## src/rtl/serial_tc_decoder.sv

```systemverilog
// Bit-serial LSB-first two's-complement receiver presenting sign-magnitude words over valid/ready.
// Optional feature: define TCDEC_MINNEG_EN to add the registered minneg output.
module serial_tc_decoder #(
    parameter int WIDTH = 8
) (
    input  logic             t_clk,
    input  logic             r_n,
    input  logic             i,
    input  logic             v,
    input  logic             start,
    input  logic             out_ready,
    output logic [WIDTH-1:0] mag,
    output logic             sign,
    output logic             out_valid,
    output logic             busy,
    output logic             abort,
`ifdef TCDEC_MINNEG_EN
    output logic             minneg,
`endif
    output logic             ovr
);

    localparam int CW = (WIDTH > 2) ? $clog2(WIDTH) : 1;
    localparam logic [CW-1:0] LAST_IDX = CW'(WIDTH - 1);

    typedef enum logic [1:0] {
        IDLE  = 2'd0,
        SHIFT = 2'd1,
        HOLD  = 2'd2
    } state_t;

    state_t           r_state;
    state_t           w_state_nxt;
    logic [WIDTH-1:0] r_raw;
    logic [WIDTH-1:0] r_neg;
    logic [CW-1:0]    r_cnt;
    logic             r_q;
    logic [WIDTH-1:0] r_mag;
    logic             r_sign;
    logic             r_out_valid;
    logic             r_busy;
    logic             r_abort;
    logic             r_ovr;

    logic             w_load0;
    logic             w_shift;
    logic             w_last;
    logic             w_abort;
    logic             w_ovr;
    logic             w_release;
    logic             w_neg_bit;
    logic [WIDTH-1:0] w_raw_sh;
    logic [WIDTH-1:0] w_neg_sh;

    // NOTE: state and all registers below update with non-blocking assignments only,
    // so every flop samples the pre-edge values regardless of process ordering.
    always_ff @(posedge t_clk or negedge r_n) begin
        if (!r_n) r_state <= IDLE;
        else      r_state <= w_state_nxt;
    end

    // NOTE: every signal gets a default before the case so no path leaves one
    // unassigned, which would otherwise infer a latch.
    always_comb begin
        w_state_nxt = r_state;
        w_load0     = 1'b0;
        w_shift     = 1'b0;
        w_last      = 1'b0;
        w_abort     = 1'b0;
        w_ovr       = 1'b0;
        w_release   = 1'b0;
        case (r_state)
            IDLE: begin
                if (v && start) begin
                    w_load0     = 1'b1;
                    w_state_nxt = SHIFT;
                end
            end
            SHIFT: begin
                if (v && start) begin
                    w_load0 = 1'b1;
                    w_abort = 1'b1;
                end else if (v) begin
                    w_shift = 1'b1;
                    if (r_cnt == LAST_IDX) begin
                        w_last      = 1'b1;
                        w_state_nxt = HOLD;
                    end
                end
            end
            HOLD: begin
                if (out_ready) begin
                    w_release = 1'b1;
                    if (v && start) begin
                        w_load0     = 1'b1;
                        w_state_nxt = SHIFT;
                    end else begin
                        w_state_nxt = IDLE;
                    end
                end else if (v && start) begin
                    w_ovr = 1'b1;
                end
            end
            default: w_state_nxt = IDLE;
        endcase
    end

    // Negation on the fly: bits pass unchanged up to and including the first 1, then invert.
    assign w_neg_bit = w_load0 ? i : (i ^ r_q);
    assign w_raw_sh  = {i, r_raw[WIDTH-1:1]};
    assign w_neg_sh  = {w_neg_bit, r_neg[WIDTH-1:1]};

    always_ff @(posedge t_clk or negedge r_n) begin
        if (!r_n) begin
            r_raw <= '0;
            r_neg <= '0;
            r_cnt <= '0;
            r_q   <= 1'b0;
        end else if (w_load0) begin
            r_raw <= {i, {(WIDTH-1){1'b0}}};
            r_neg <= {i, {(WIDTH-1){1'b0}}};
            r_cnt <= CW'(1);
            r_q   <= i;
        end else if (w_shift) begin
            r_raw <= w_raw_sh;
            r_neg <= w_neg_sh;
            r_cnt <= w_last ? '0 : r_cnt + CW'(1);
            r_q   <= r_q | i;
        end
    end

    always_ff @(posedge t_clk or negedge r_n) begin
        if (!r_n) begin
            r_mag       <= '0;
            r_sign      <= 1'b0;
            r_out_valid <= 1'b0;
        end else if (w_last) begin
            r_mag       <= i ? w_neg_sh : w_raw_sh;
            r_sign      <= i;
            r_out_valid <= 1'b1;
        end else if (w_release) begin
            r_out_valid <= 1'b0;
        end
    end

    always_ff @(posedge t_clk or negedge r_n) begin
        if (!r_n) begin
            r_busy  <= 1'b0;
            r_abort <= 1'b0;
            r_ovr   <= 1'b0;
        end else begin
            r_busy  <= (w_state_nxt == SHIFT);
            r_abort <= w_abort;
            r_ovr   <= w_ovr;
        end
    end

`ifdef TCDEC_MINNEG_EN
    localparam logic [WIDTH-1:0] MINNEG_WORD = {1'b1, {(WIDTH-1){1'b0}}};
    logic r_minneg;

    always_ff @(posedge t_clk or negedge r_n) begin
        if (!r_n)           r_minneg <= 1'b0;
        else if (w_last)    r_minneg <= (w_raw_sh == MINNEG_WORD);
        else if (w_release) r_minneg <= 1'b0;
    end

    assign minneg = r_minneg;
`endif

    assign mag       = r_mag;
    assign sign      = r_sign;
    assign out_valid = r_out_valid;
    assign busy      = r_busy;
    assign abort     = r_abort;
    assign ovr       = r_ovr;

endmodule

```

## config.mk

```make
export PLATFORM = sky130hd
export DESIGN_NAME = serial_tc_decoder
export DESIGN_NICKNAME = d
export VERILOG_FILES = /design/src/rtl/serial_tc_decoder.sv
export SDC_FILE = /design/constraint.sdc
export NUM_CORES = 1
export LEC_CHECK = 0
export CORE_ASPECT_RATIO = 1.5
export CORE_MARGIN = 8
export CORE_UTILIZATION = 30
export CTS_BUF_LIST = sky130_fd_sc_hd__clkbuf_8
export CTS_CLUSTER_DIAMETER = 50
export DETAILED_ROUTE_END_ITERATION = 6
export GPL_TIMING_DRIVEN = 0
export SKIP_CTS_REPAIR_TIMING = 1
export SYNTH_ARGS = -nofsm -noshare
export SYNTH_HDL_FRONTEND = slang
export SYNTH_SLANG_ARGS = --single-unit
```

## constraint.sdc

```tcl
create_clock -name t_clk -period 3.8 [get_ports t_clk]
set_input_delay 0.95 -clock t_clk [delete_from_list [all_inputs] [get_ports t_clk]]
set_output_delay 0.95 -clock t_clk [all_outputs]
set_load 0.02 [all_outputs]
```

# Word-level counts from Yosys, hierarchy flattened
# Index checks and enable logic that the tools add are counted.
[word_totals] reg_bits=35 inputBits=6 out_inout_bits=13 wordCells=58
[op_classes] add_sub_neg=1 eq_ne=4 mux=35 bitwise_logic=2 n_reduce_logical=5
[op_table] op="$mux W8" n=5
[op_table] op="$mux W1" n=20
[op_table] op="$mux W2" n=5
[op_table] op="$mux W3" n=3
[op_table] op="$pmux W2 S3" n=1
[op_table] op="$eq A2 B1 Y1 const B" n=2
[op_table] op="$reduce_bool A2 Y1" n=2
[op_table] op="$add A3 B1 Y3 const B" n=1
[op_table] op="$eq A3 B3 Y1 const B" n=1
[op_table] op="$eq A2 B2 Y1 const B" n=1
[op_table] op="$logic_not A2 Y1" n=1
[op_table] op="$pmux W1 S2" n=1
[op_table] op="$reduce_or A2 Y1" n=1
[op_table] op="$logic_and A1 B1 Y1" n=1
[op_table] op="$or A1 B1 Y1" n=1
[op_table] op="$xor A1 B1 Y1" n=1

# Logic depth before layout (Yosys ltp)
[depth] word_depth=8 ltp_mapped=7

# Least setup slack after synthesis
# No wires, ideal clock.
[synth_timing] kind="input to register" startpoint="input i" endpoint="register r_mag[7] (netlist: mag[7])" setup_time_ns=0.130 arrival_time_ns=1.909 t_required_ns=3.670 setup_slack_ns=1.761 cell_stages=5 n_path_buf=1 path_cell_list="buf_1 > inv_1 > ha_1 > o211ai_1 > o21ai_0"
[synth_between] elab_chain_len=3
[synth_lines] element="start: declaration" line="8" text="input logic i,"
[synth_lines] element="$xor A1 B1 Y1" line="109" text="assign w_neg_bit = w_load0 ? i : (i ^ r_q);"
[synth_lines] element="$mux W1" line="109"
[synth_lines] element="$mux W8 *" line="138" text="r_mag <= i ? w_neg_sh : w_raw_sh;"
[synth_lines] element="end signal: assignment" line="138"
[synth_lines] element="end: declaration" line="38" text="logic [WIDTH-1:0] r_mag;"
# Mark *: on every way between the ends. The rest lies on a longest branch, timed or not.
# A chain may end at the register's enable or synchronous reset.

# Final worst setup path
# Ends and elaborated chain as after synthesis.

==> impl_metrics.csv <==
group,metric,value,unit
synth,yosys-top-cells-count,"dfrtp_1 (33), nand2_1 (29), a21oi_1 (21)",
worst_setup_path,worstPathArrival,2.65,ns
timing,period_minus_slack,2.504,ns
clock_network,clkLatencyLatePin,0.28,ns
route,wl,2796,um
cells_and_area,fin_nets,174,
floorplan,die_height,100.9,um
route,wl_per_cell,12.10,um
worst_setup_path,slowest_delay,0.53,ns
cells_and_area,area_growth,23.87,%
placed_design,dp_hpwl,2009,um
worst_setup_path,path_max_fanout,10,
floorplan,start_util,0.3046,
cells_and_area,antenna_cells,0,
clock_network,cts.sinks,33,
global_routing,antenna_found_initial,0,
route,vias_per_cell,4.472,
route,drt_pre_antenna_iters,4,
clock_network,cts_buffers,5,
run,drv_cap,0,
global_routing,grt_max_degree,34,
worst_setup_path,critPathBufInv,3,
timing,worst_pin_slew,0.7199,ns
route,antenna_left,0,
worst_setup_path,worst_setup_path_start_kind,"input port",
power,total_leakage_power,0.8139,nW
clock_network,clk_root_buffer_cell,"clkbuf_8",
worst_setup_path,endpoint_kind,"flip-flop",
cells_and_area,drive_gt1_frac,0.1152,
route,drtIter0Drc,41,
global_routing,grt_pass1_wl,4767,um
min_path,hold_class,"reg2reg",
clock_network,cts_tree,"built",
worst_setup_path,crit_required,3.95,ns
synth,synth_most_common_cell,"dfrtp_1",
cells_and_area,layoutNonFillerInstCount,231,
placed_design,port_buffers,18,
synth,synth_area_leader_cell,"dfrtp_1",
worst_setup_path,critPathKind,"in2reg",
synth,synthFlopType,"dfrtp_1",
timing,drv_slew,0,
synth,synth_edf_count,0,
timing,hold_viol_final,0,
timing,finalSetupTns,0,ns
synth,synth.avg_cell_area,10.30,um^2
route,drc,0,
synth,synth.area.top_cells,"dfrtp_1 (57%), nand2_1 (7.6%), a21oi_1 (7.3%), mux2i_1 (5.6%), nor2_1 (2.9%)",
timing,slew_headroom,0.5201,
cells_and_area,final_core_util,0.3773,
floorplan,dieWidth,72.60,um
timing,timing.fmax,399.4,MHz
synth,yosys_warnings,0,
synth,synthCells,140,
floorplan,pin_count,19,
clock_network,htreeDepth,2,
timing,timing.final.crit_share,0.6589,
synth,ys_seq_elements,33,
global_routing,gr-total-overflow,0,
synth,syn_nets,149,
synth,synth_cell_types,27,
floorplan,fp-row-count,31,
timing,skew,0.005113,ns
synth,synth_seq_area_share,0.5729,
timing,rsz0062_at_grt,"false",
synth,async_flop_share,1.000,
placed_design,gp_congestion,0.7568,
synth,netlist_area,0.001441,mm^2
global_routing,grt_pass1_vias,1025,
clock_network,clkTransAtPathRegs,0.06,ns
synth,synth_top_area_share,0.5729,
worst_setup_path,slowest_stage,"clkdlybuf4s50_1",
timing,setup_viol,0,
worst_setup_path,path_delay_family,"buffers and inverters",
power,ir_drop,151.2,uV
floorplan,die-area,0.007324,mm^2
worst_setup_path,cp_cell_sequence,"clkdlybuf4s50_1, buf_1, inv_1, ha_1, o211ai_1, o21ai_0",
route,vias,1033,
floorplan,core_area,0.004732,mm^2
global_routing,groute.usage.overall,0.08464,
clock_network,clockBufferDepth,2,
outcome,status,"complete, no violations",
power,powerDensity,572.6,mW/mm^2
placed_design,placed_cells,224,
-- cell type report --
class	count	area (um^2)
well taps	66	82.58
multi-input cells	96	549.3
repair buffers	18	175.2
clock inverters	1	3.754
clock buffers	6	82.58
flip-flops and latches	33	825.8
plain buffers	8	55.05
fillers	501	2947
inverters	3	11.26
-- logic make-up after synthesis --
| family | after synthesis | synth area share |
|---|---|---|
| and+or+nand+nor | 54 | 0.1727 |
| DFF | 33 | 0.5729 |
| AOI/OAI and AO/OA | 29 | 0.1085 |
| buffers and inverters | 11 | 0.04600 |
| muxes | 10 | 0.07378 |
| adders and majority gates | 3 | 0.02604 |
-- routing by layer --
metal / vias to the layer above / wire [um] / GRT usage
met5: - / 0 / 0
met4: 0 / 82 / 0.05573
met3: 6 / 91 / 0.02390
met2: 15 / 1477 / 0.1487
met1: 497 / 1144 / 0.08333
li1: 515 / - / -
-- registers in the layout, indices dropped and copies added, names as in the netlist --
signal and flops:
abort 1, r_state 2, r_raw 7, ovr 1, r_neg 7, r_q 1, busy 1, out_valid 1
mag 8, r_cnt 3, sign 1
-- per-stage QoR --
| stage | total power, mW | setup slack (ns) | hold WS [ns] | instance area [um^2] |
|---|---|---|---|---|
| 5_1_grt | 1.085 | 1.165 | 0.5243 | 1785 |
| 4_1_cts | 1.042 | 1.270 | 0.4791 | 1785 |
| 3_5_place_dp | 0.7776 | 0.9617 | 0.4644 | 1699 |
| 3_3_place_gp | 0.7713 | 0.9988 | 0.4598 | 1704 |
| 2_1_floorplan | 0.6451 | 1.761 | 0.4899 | 1441 |
| 6_report | 1.022 | 1.296 | 0.4719 | 1785 |
-- layout by cell type, fill, tap and decap left out --
cell type and n:
nand3b_1 3, buf_6 2, a211o_1 1, and3_1 2, a21oi_1 21, nand2b_1 3
buf_2 3, nor3_1 1, nand2_1 29, o31ai_1 1, mux2i_1 8, mux2_4 1
or2_2 2, buf_1 1, o211ai_1 1, o21ai_0 4, nor2_1 11, dfrtp_1 33
a21o_1 1, ha_1 3, mux2_2 1, nor3b_2 1, clkbuf_1 1, inv_1 4
clkdlybuf4s50_1 17, clkbuf_8 6, or3b_2 1, buf_4 2, and2_1 1
-- worst paths after layout --
path                            from   endpoint  slack, ns  depth (start not counted)
setup / recovery                   i     mag[7]       1.30                          6
min in group asynchronous        r_n   r_cnt[1]       0.72                          1
hold / removal             out_valid  out_valid       0.47                          1
max in group asynchronous        r_n     mag[1]       2.61                          1
setup reg to reg            r_cnt[0]  out_valid       2.25                          6
hold reg to reg            out_valid  out_valid       0.47                          1
-- power by group --
part | leakage [nW] | switching [mW] | internal [mW]
logic | 0.340 | 0.150 | 0.144
clock network | 0.0485 | 0.117 | 0.141
registers | 0.426 | 0.0436 | 0.427
total | 0.814 | 0.311 | 0.712
(Power assumes the default switching activity.)
